--- src/rtl/wddl_pkg.sv ---
`default_nettype none
// ============================================================================
// Module      : wddl_pkg
// Description : Shared types and helpers for the WDDL dual-rail register bank.
//               - wddl_state_e : precharge/evaluation phase encoding
//               - SPACER       : dual-rail spacer value {t,f} = 0/0
//               - rail_fault() : a dual-rail bit is faulty when t == f
// Revision    : 1.0 - initial release
// ============================================================================
package wddl_pkg;

    // Phase of the free-running precharge/evaluation sequencer.
    typedef enum logic [0:0] {
        PRE  = 1'b0,
        EVAL = 1'b1
    } wddl_state_e;

    // Spacer value carried by both rails during precharge, packed as {t, f}.
    localparam logic [1:0] SPACER = 2'b00;

    // A valid WDDL bit is always complementary; equal rails mean either a
    // spacer leaking into evaluation (0/0) or a double-high fault (1/1).
    function automatic logic rail_fault(input logic t, input logic f);
        return (t == f);
    endfunction

endpackage : wddl_pkg
`default_nettype wire

--- src/rtl/wddl_sat_counter.sv ---
`default_nettype none
// ============================================================================
// Module      : wddl_sat_counter
// Description : Saturating up-counter. Increments by one on each cycle that
//               inc is high, sticks at its all-ones maximum and never wraps.
// Ports       : clk   - clock, rising edge
//               rst   - synchronous active-high reset, clears count
//               inc   - increment request
//               count - current counter value
// Revision    : 1.0 - initial release
// ============================================================================
module wddl_sat_counter #(
    parameter int CNT_W = 8
) (
    input  logic             clk,
    input  logic             rst,
    input  logic             inc,
    output logic [CNT_W-1:0] count
);

    localparam logic [CNT_W-1:0] CNT_MAX = {CNT_W{1'b1}};

    always_ff @(posedge clk) begin
        if (rst) begin
            count <= '0;
        end else if (inc && (count != CNT_MAX)) begin
            count <= count + CNT_W'(1);
        end
    end

endmodule : wddl_sat_counter
`default_nettype wire

--- src/rtl/wddl_reg_bank.sv ---
`default_nettype none
// ============================================================================
// Module      : wddl_reg_bank
// Description : WDDL dual-rail register bank with built-in precharge phase
//               sequencer and rail-integrity checker. Generates prechrg_o for
//               the surrounding WDDL gate arrays, captures WIDTH dual-rail bits
//               at the end of each evaluation phase, forces spacer 0/0 on its
//               outputs during precharge, and counts rail faults.
// Ports       : clk            - clock, rising edge
//               rst_i          - synchronous active-high reset
//               t_i / f_i      - true / false rails from upstream stage
//               in_valid_i     - upstream word settled and valid
//               in_ready_o     - bank captures this cycle if in_valid_i
//               prechrg_o      - 1 = precharge phase
//               q_t_o / q_f_o  - registered true / false rails
//               out_valid_o    - q_* hold a captured word this eval phase
//               err_mask_o     - per-bit fault vector of last captured word
//               eval_err_cnt_o - saturating count of faulty captured words
//               pre_err_cnt_o  - saturating count of leaky precharge cycles
// Revision    : 1.0 - initial release
// ============================================================================
module wddl_reg_bank
    import wddl_pkg::*;
#(
    parameter int WIDTH       = 8,
    parameter int EVAL_CYCLES = 1,
    parameter int CNT_W       = 8
) (
    input  logic             clk,
    input  logic             rst_i,
    input  logic [WIDTH-1:0] t_i,
    input  logic [WIDTH-1:0] f_i,
    input  logic             in_valid_i,
    output logic             in_ready_o,
    output logic             prechrg_o,
    output logic [WIDTH-1:0] q_t_o,
    output logic [WIDTH-1:0] q_f_o,
    output logic             out_valid_o,
    output logic [WIDTH-1:0] err_mask_o,
    output logic [CNT_W-1:0] eval_err_cnt_o,
    output logic [CNT_W-1:0] pre_err_cnt_o
);

    localparam int EC_W = (EVAL_CYCLES > 1) ? $clog2(EVAL_CYCLES) : 1;
    localparam logic [EC_W-1:0]  LAST_EVAL = EC_W'(EVAL_CYCLES - 1);
    localparam logic [WIDTH-1:0] SPACER_T  = {WIDTH{SPACER[1]}};
    localparam logic [WIDTH-1:0] SPACER_F  = {WIDTH{SPACER[0]}};

    wddl_state_e      state;
    logic [EC_W-1:0]  eval_cnt;
    logic [EC_W-1:0]  eval_cnt_next;

    // Word held between the capture edge and the following evaluation phase.
    logic [WIDTH-1:0] stored_t;
    logic [WIDTH-1:0] stored_f;
    logic             stored_valid;

    logic [WIDTH-1:0] fault_vec;
    logic             last_eval;
    logic             capture;
    logic             pre_leak;

    // Per-bit complementarity check on the incoming rails.
    genvar i;
    generate
        for (i = 0; i < WIDTH; i++) begin : g_fault
            assign fault_vec[i] = rail_fault(t_i[i], f_i[i]);
        end
    endgenerate

    assign eval_cnt_next = eval_cnt + EC_W'(1);

    // Decoded from the state registers rather than in_ready_o so the capture
    // qualifier does not depend on an output flop.
    assign last_eval = (state == EVAL) && (eval_cnt == LAST_EVAL);
    assign capture   = last_eval && in_valid_i;

    // Any high rail while the upstream gates should be precharged is a leak.
    assign pre_leak  = (state == PRE) && (|(t_i | f_i));

    // ------------------------------------------------------------------------
    // Phase sequencer, capture register and output gating.
    // All outputs are registered and loaded with the value they must present
    // in the cycle that the next state represents.
    // ------------------------------------------------------------------------
    always_ff @(posedge clk) begin
        if (rst_i) begin
            state        <= PRE;
            eval_cnt     <= '0;
            prechrg_o    <= 1'b1;
            in_ready_o   <= 1'b0;
            q_t_o        <= '0;
            q_f_o        <= '0;
            out_valid_o  <= 1'b0;
            err_mask_o   <= '0;
            stored_t     <= '0;
            stored_f     <= '0;
            stored_valid <= 1'b0;
        end else begin
            case (state)
                PRE: begin
                    // Single precharge cycle, then open the evaluation phase
                    // presenting whatever was captured at the previous end of
                    // evaluation, or spacer if nothing was.
                    state       <= EVAL;
                    eval_cnt    <= '0;
                    prechrg_o   <= 1'b0;
                    in_ready_o  <= (EVAL_CYCLES == 1);
                    q_t_o       <= stored_valid ? stored_t : SPACER_T;
                    q_f_o       <= stored_valid ? stored_f : SPACER_F;
                    out_valid_o <= stored_valid;
                end

                EVAL: begin
                    if (last_eval) begin
                        state        <= PRE;
                        eval_cnt     <= '0;
                        prechrg_o    <= 1'b1;
                        in_ready_o   <= 1'b0;
                        q_t_o        <= SPACER_T;
                        q_f_o        <= SPACER_F;
                        out_valid_o  <= 1'b0;
                        // A missing word invalidates the store so the next
                        // evaluation phase emits spacer.
                        stored_valid <= capture;
                        if (capture) begin
                            // Faulty bits are neutralised to spacer so a bad
                            // rail pair never propagates downstream.
                            stored_t   <= t_i & ~fault_vec;
                            stored_f   <= f_i & ~fault_vec;
                            err_mask_o <= fault_vec;
                        end else begin
                            stored_t   <= SPACER_T;
                            stored_f   <= SPACER_F;
                        end
                    end else begin
                        eval_cnt   <= eval_cnt_next;
                        in_ready_o <= (eval_cnt_next == LAST_EVAL);
                    end
                end

                default: begin
                    state <= PRE;
                end
            endcase
        end
    end

    // ------------------------------------------------------------------------
    // Fault counters
    // ------------------------------------------------------------------------
    wddl_sat_counter #(
        .CNT_W (CNT_W)
    ) u_eval_err_cnt (
        .clk   (clk),
        .rst   (rst_i),
        .inc   (capture && (|fault_vec)),
        .count (eval_err_cnt_o)
    );

    wddl_sat_counter #(
        .CNT_W (CNT_W)
    ) u_pre_err_cnt (
        .clk   (clk),
        .rst   (rst_i),
        .inc   (pre_leak),
        .count (pre_err_cnt_o)
    );

endmodule : wddl_reg_bank
`default_nettype wire

--- config.mk ---
export PLATFORM = sky130hd
export DESIGN_NAME = wddl_reg_bank
export DESIGN_NICKNAME = d
export VERILOG_FILES = /design/src/rtl/wddl_pkg.sv /design/src/rtl/wddl_sat_counter.sv /design/src/rtl/wddl_reg_bank.sv
export SDC_FILE = /design/constraint.sdc
export NUM_CORES = 1
export LEC_CHECK = 0
export ABC_CLOCK_PERIOD_IN_PS = 2350
export BUFFER_PORTS_ARGS = -buffer_cell sky130_fd_sc_hd__buf_2
export CAP_MARGIN = 20
export CORE_MARGIN = 1.5
export CORE_UTILIZATION = 48
export DETAILED_ROUTE_END_ITERATION = 12
export GPL_TIMING_DRIVEN = 0
export PLACE_DENSITY = 0.72
export SYNTH_ARGS = -nofsm -noshare
export SYNTH_HDL_FRONTEND = slang
export SYNTH_SLANG_ARGS = --single-unit
export TNS_END_PERCENT = 100
--- constraint.sdc ---
create_clock -name clk -period 2.35 [get_ports clk]
set_clock_uncertainty 0.15 [all_clocks]
set_input_delay 0.47 -clock clk [delete_from_list [all_inputs] [get_ports clk]]
set_output_delay 0.47 -clock clk [all_outputs]
set_load 0.05 [all_outputs]
==> run summary, run 1 <==
total wire length - 6010 um
Leak - 1.48 nW
CTS H-tree lvls - 3
peak supply drop - 0.000545 V
gr usage total - 21.4%
synthesized net count - 321
row count - 26
Die ar. - 5960 um^2
syn avg cell area - 9.58 um^2
most frequent cells in the layout - dfxtp_1 (61), buf_2 (60), nor2_1 (29)
Layout Nets - 392
via/cell ratio - 5.39
Ys Warns - 0
detailed-route DRC error count - 0
number of buffers created by CTS - 9
WL/cell - 14.2 um
GP Congestion - 0.807
Worst Slack Setup Final - 364 ps
Post-synth EDFFs - 0
post-layout power - 2.25 mW
TNS Setup - 0 ps
final hold violations - 0
remaining global-route overflow - 0
Skew-Pair Late Insertion Delay - 330 ps
Detailed Place HPWL - 4340 um
Core ar. - 5200 um^2
Rel. slew slack - 62.3%
Async S/R FF share, synth - 0%
Tmin final - 1990 ps
Slowest cell on crit path - o21bai_1
crit-path cells - buf_2 -> inv_1 -> ha_1 -> nand4_1 -> o21bai_1 -> clkbuf_1 -> o311ai_0 -> o41ai_1
fraction of layout cells with a size suffix above 1 - 23.0%
Finish-stage setup viols - 0
chip height - 77.2 um
Netlist cell types - 36
Primary FF master, synth - dfxtp_1
RSZ-0062 raised after global routing - false
pwr dens - 693 nW/um^2
Initial Util - 50.8%
fin crit share - 84.5%
clock slew seen by the registers of the worst setup and hold paths - 60 ps
first-pass GRT wire length - 9810 um
vias in the first global route - 2065
CP Data Required Time - 2410 ps
initial antenna violation count - 0
I/O pins - 62
post-CTS setup buffer count - 0
Post-DRT Antenna Nets - 0
Post-CTS Hold Buffers - 0
Hold/Removal Path Class - in -> reg
drt pass-1 iters - 4
#FFs+latches synth - 61
crit-path max FO - 10
WP data arrival - 2050 ps
Vias - 2274
element type at the critical path end - flop
sequential area share after synthesis - 46.2%
Layout area overhead - 22.6%
FMAX - 504 MHz
Post-Syn Area - 2650 um^2
Die X - 77.2 um
initial DRC count - 113
maxcap violations - 0
Longest Clk Path Bufs - 2
Setup crit start kind - primary input
Post-CTS Resized - 0
Worst Tran Pin Value - 564 ps
# port buffers - 60
critical path's largest stage delay - 410 ps
CTS tree - built
Final Max Slew Viols - 0
Sink Count - 61
diodes inserted - 0
status - complete, no violations
commonest non-fill, non-tap cell in the layout - dfxtp_1
root buffer cell - clkbuf_8
largest net degree at the start of global routing - 11
crit path kind - in -> reg
dpl ws - 71.4 ps
Post-Syn Instances - 276
[flip-flops by register name, summed over array words and instances, names as in the netlist]
register,count
err_mask_o,8
eval_cnt,1
in_ready_o,1
out_valid_o,1
prechrg_o,1
q_f_o,8
q_t_o,8
stored_f,8
stored_t,8
stored_valid,1
u_eval_err_cnt.count,8
u_pre_err_cnt.count,8
[worst max-delay path, delay by kind of cell]
kind	cells	cell delay (ps)
adder cells (fa/ha/maj)	1	160
AND/OR/NAND/NOR	1	100
AO/OA/AOI/OAI	3	750
buffers and inverters	3	570
[final cells by class]
cell class                 count  area [um^2]
buffer                        16         75.1
multi-input combinational    177         1270
fill                         477         1960
clock buffer                  12          165
tap                           70         87.6
clock inverter                 4         45.0
sequential                    61         1220
timing repair buffer          60          300
inverter                      22         82.6
[report_power, final]
group          internal [mW]  switching, mW
clock network          0.571          0.387
registers               1.06         0.0162
logic                 0.0653          0.152
total                   1.69          0.555
[final timing paths]
| kind | start | end | slack, ps | cells after the start |
|---|---|---|---|---|
| worst max-delay path | t_i[6] | u_pre_err_cnt.count[2] | 360 | 8 |
| worst min-delay path | in_valid_i | stored_f[7] | 280 | 3 |
| worst max register to register | in_ready_o | stored_t[4] | 430 | 5 |
| worst min register to register | prechrg_o | prechrg_o | 300 | 2 |
[kinds of logic (layout without fill, tap and decap cells)]
family	Yosys count	in the layout	share of synthesized area, %
AO/OA/AOI/OAI	74	74	20.6
other	1	1	0.142
multiplexers	2	2	0.757
buffers and inverters	38	114	5.96
flip-flops	61	61	46.2
adder cells (fa/ha/maj)	26	26	12.3
AND/OR/NAND/NOR	74	74	14.1
[synthesized netlist by cell type (all sizes together), types with 5 or more instances]
library cell / count / share of area [%]
a22o: 15 / 5.0
a21oi: 12 / 2.3
a211oi: 11 / 3.1
inv: 22 / 3.1
nand2: 11 / 1.6
o21ai: 5 / 1.1
a22oi: 16 / 4.5
dfxtp: 61 / 46
nor2: 29 / 4.1
o31ai: 5 / 1.4
or3: 5 / 1.2
ha: 26 / 12
clkbuf: 14 / 2.0
nand4: 6 / 1.4
[metrics by stage]
| step | instances | cell area [um^2] | hold WS [ps] | utilization [%] |
|---|---|---|---|---|
| detailed placement | 406 | 3030 | 293 | 58.3 |
| CTS | 422 | 3240 | 263 | 62.3 |
| floorplan | 276 | 2650 | 270 | - |
| global route | 422 | 3240 | 279 | 62.3 |
| global placement | 406 | 3030 | 278 | 58.3 |
| finish | 422 | 3240 | 278 | 62.3 |
[routing by layer]
layer,vias up,track usage [%],share of wire [%]
li1,1136,-,-
met1,1056,25.9,44
met2,76,33.4,48
met3,6,6.90,6.5
met4,0,11.8,1.2
met5,-,0,0
Power figures use the tool's default switching activity.
==> inputs of run 2 (changes only) <==
--- a/config.mk
+++ b/config.mk
@@ -5,14 +5,15 @@
 export SDC_FILE = /design/constraint.sdc
 export NUM_CORES = 1
 export LEC_CHECK = 0
-export ABC_CLOCK_PERIOD_IN_PS = 2350
+export ABC_AREA = 1
+export ABC_CLOCK_PERIOD_IN_PS = 1750
 export BUFFER_PORTS_ARGS = -buffer_cell sky130_fd_sc_hd__buf_2
 export CAP_MARGIN = 20
 export CORE_MARGIN = 1.5
 export CORE_UTILIZATION = 48
 export DETAILED_ROUTE_END_ITERATION = 12
 export GPL_TIMING_DRIVEN = 0
-export PLACE_DENSITY = 0.72
+export PLACE_DENSITY = 0.75
 export SYNTH_ARGS = -nofsm -noshare
 export SYNTH_HDL_FRONTEND = slang
 export SYNTH_SLANG_ARGS = --single-unit
==> constraint.sdc (replaced) <==
create_clock -name clk -period 1.75 [get_ports clk]
set_clock_uncertainty 0.15 [all_clocks]
set_input_delay 0.35 -clock clk [delete_from_list [all_inputs] [get_ports clk]]
set_output_delay 0.35 -clock clk [all_outputs]
set_load 0.05 [all_outputs]
==> run summary, run 2 <==
clock slew seen by the registers of the worst setup and hold paths - 70 ps (about the same)
I/O pins - 62 (unchanged)
CTS tree - built
Die ar. - 6440 um^2 (+8.0%)
Post-DRT Antenna Nets - 0 (unchanged)
synthesized net count - 439 (+37%)
Vias - 2557 (+12%)
multi-input combinational cell area - 1390 um^2 (+10%)
crit path kind - reg -> out
largest net degree at the start of global routing - 11 (unchanged)
Tmin final - 1590 ps
first-pass GRT wire length - 10300 um (+4.8%)
detailed-route DRC error count - 0 (unchanged)
sequential area share after synthesis - 42.6% (-3.6 points)
post-CTS setup buffer count - 0 (unchanged)
Post-synth EDFFs - 0 (unchanged)
maxcap violations - 0 (unchanged)
pwr dens - 899 nW/um^2 (+30%)
#FFs+latches synth - 61 (unchanged)
Layout Nets - 511 (+30%)
GP Congestion - 0.817 (+1.3%)
crit-path max FO - 6 (-4)
total wire length - 5950 um (-1.0%)
element type at the critical path end - output pin
Worst path top cell family by delay - flip-flops
Setup crit start kind - flop
Worst Tran Pin Value - 553 ps (-10.8 ps)
dpl ws - 15.8 ps (-55.6 ps)
initial antenna violation count - 0 (unchanged)
Post-Syn Instances - 394 (+43%)
remaining global-route overflow - 0 (unchanged)
post-layout power - 3.10 mW (+38%)
Detailed Place HPWL - 4630 um (+6.7%)
drt pass-1 iters - 6 (+2)
peak supply drop - 0.000427 V (-22%)
# port buffers - 61 (+1.7%)
WL/cell - 11.0 um (-23%)
root buffer cell - clkbuf_8
Bufs and invs on worst path - 1 (-2)
FMAX - 630 MHz
Primary FF master, synth - dfxtp_1
Slowest cell on crit path - dfxtp_1
Layout Cells excl Fill - 542 (+28%)
biggest area consumer among synthesized cells - dfxtp_1
Hold/Removal Path Class - in -> reg
Hold Slack - 245 ps (-32.9 ps)
TNS Setup - 0 ps (unchanged)
Die X - 80.3 um (+3.9%)
Longest Clk Path Bufs - 2 (unchanged)
FF+latch area - 1230 um^2 (+0.41%)
crit-path cells - buf_2
Rel. slew slack - 63.1% (+0.86 points)
Worst Slack Setup Final - 163 ps (-201 ps)
top post-synthesis cells by area - dfxtp_1 (43%), nand2_1 (16%), ha_1 (11%)
row count - 27 (+3.8%)
Post-CTS Resized - 0 (unchanged)
via/cell ratio - 4.72 (-12%)
Finish-stage setup viols - 0 (unchanged)
Post-Syn Area - 2870 um^2 (+8.4%)
Post-CTS Hold Buffers - 0 (unchanged)
Async S/R FF share, synth - 0% (unchanged)
Initial Util - 50.8% (about the same)
critical path's largest stage delay - 450 ps (+40 ps)
Core ar. - 5640 um^2 (+8.4%)
Ys Warns - 0 (unchanged)
placed cells - 527 (+30%)
RSZ-0062 raised after global routing - false
Sink Count - 61 (unchanged)
Leak - 1.82 nW (+23%)
chip height - 80.3 um (+3.9%)
Commonest cells post-synth - nand2_1 (124), dfxtp_1 (61), inv_1 (45), nor2_1 (45), ha_1 (26)
syn avg cell area - 7.28 um^2 (-24%)
initial DRC count - 86 (-24%)
diodes inserted - 0 (unchanged)
fraction of layout cells with a size suffix above 1 - 19.8% (-3.2 points)
Filler Cell Count - 520 (+9.0%)
gr usage total - 20.7% (-0.76 points)
CP Data Required Time - 1250 ps (-1160 ps)
most frequent cells in the layout - nand2_1 (124), buf_2 (67), dfxtp_1 (57)
WP data arrival - 1090 ps (-960 ps)
Netlist cell types - 24 (-33%)
number of buffers created by CTS - 9 (unchanged)
status - complete, no violations
Skew-Pair Late Insertion Delay - 320 ps (about the same)
CTS H-tree lvls - 3 (unchanged)
vias in the first global route - 2412 (+17%)
fin crit share - 90.7%
Synth top area share - 42.6% (-3.6 points)
most common cell in the netlist - nand2_1
Layout area overhead - 20.4%
Final Max Slew Viols - 0 (unchanged)
commonest non-fill, non-tap cell in the layout - nand2_1
final hold violations - 0 (unchanged)
[run 2: final timing paths]
path,from,endpoint,slack (ps),depth (start not counted)
hold / removal,t_i[3],stored_t[3],240,4
setup / recovery,in_ready_o,in_ready_o,160,1
setup reg to reg,u_pre_err_cnt.count[0],u_pre_err_cnt.count[3],180,8
hold reg to reg,prechrg_o,prechrg_o,290,2
[run 2: per-layer routing]
layer | share of wire [%] | track usage (%)
met3 | 5.2 | 5.45
met5 | 0 | 0
met2 | 47 | 34.8
met4 | 2.2 | 11.0
met1 | 45 | 23.7
[run 2: layout make-up]
| cell class | count | area share [%] |
|---|---|---|
| Multi-Input combinational cell | 272 | 40.4 |
| Sequential cell | 61 | 35.5 |
| Timing Repair Buffer | 61 | 8.84 |
| Inverter | 47 | 5.11 |
| Clock buffer | 12 | 4.78 |
| Tap cell | 72 | 2.61 |
| Buffer | 14 | 2.17 |
| Clock inverter | 3 | 0.580 |
[run 2: logic make-up (layout without fill, tap and decap cells)]
| family | count (synthesis) | in the layout | synth area share, % |
|---|---|---|---|
| AND/OR/NAND/NOR | 201 | 201 | 28.6 |
| flip-flops | 61 | 61 | 42.6 |
| buffers and inverters | 61 | 137 | 8.77 |
| AO/OA/AOI/OAI | 39 | 39 | 6.98 |
| adder cells (fa/ha/maj) | 26 | 26 | 11.3 |
| XOR/XNOR | 5 | 5 | 1.53 |
| other | 1 | 1 | 0.131 |
[run 2: report_power, final]
| group | total (mW) | internal (mW) | switching, mW |
|---|---|---|---|
| Combinational | 0.478 | 0.134 | 0.344 |
| Sequential | 1.49 | 1.45 | 0.0447 |
| Clock | 1.14 | 0.619 | 0.516 |
| Total | 3.10 | 2.20 | 0.905 |
[run 2: stage by stage]
stage	cell area [um^2]	utilization [%]
floorplan	2870	-
global placement	3270	57.9
detailed placement	3270	57.9
CTS	3450	61.2
global route	3450	61.2
finish	3450	61.2
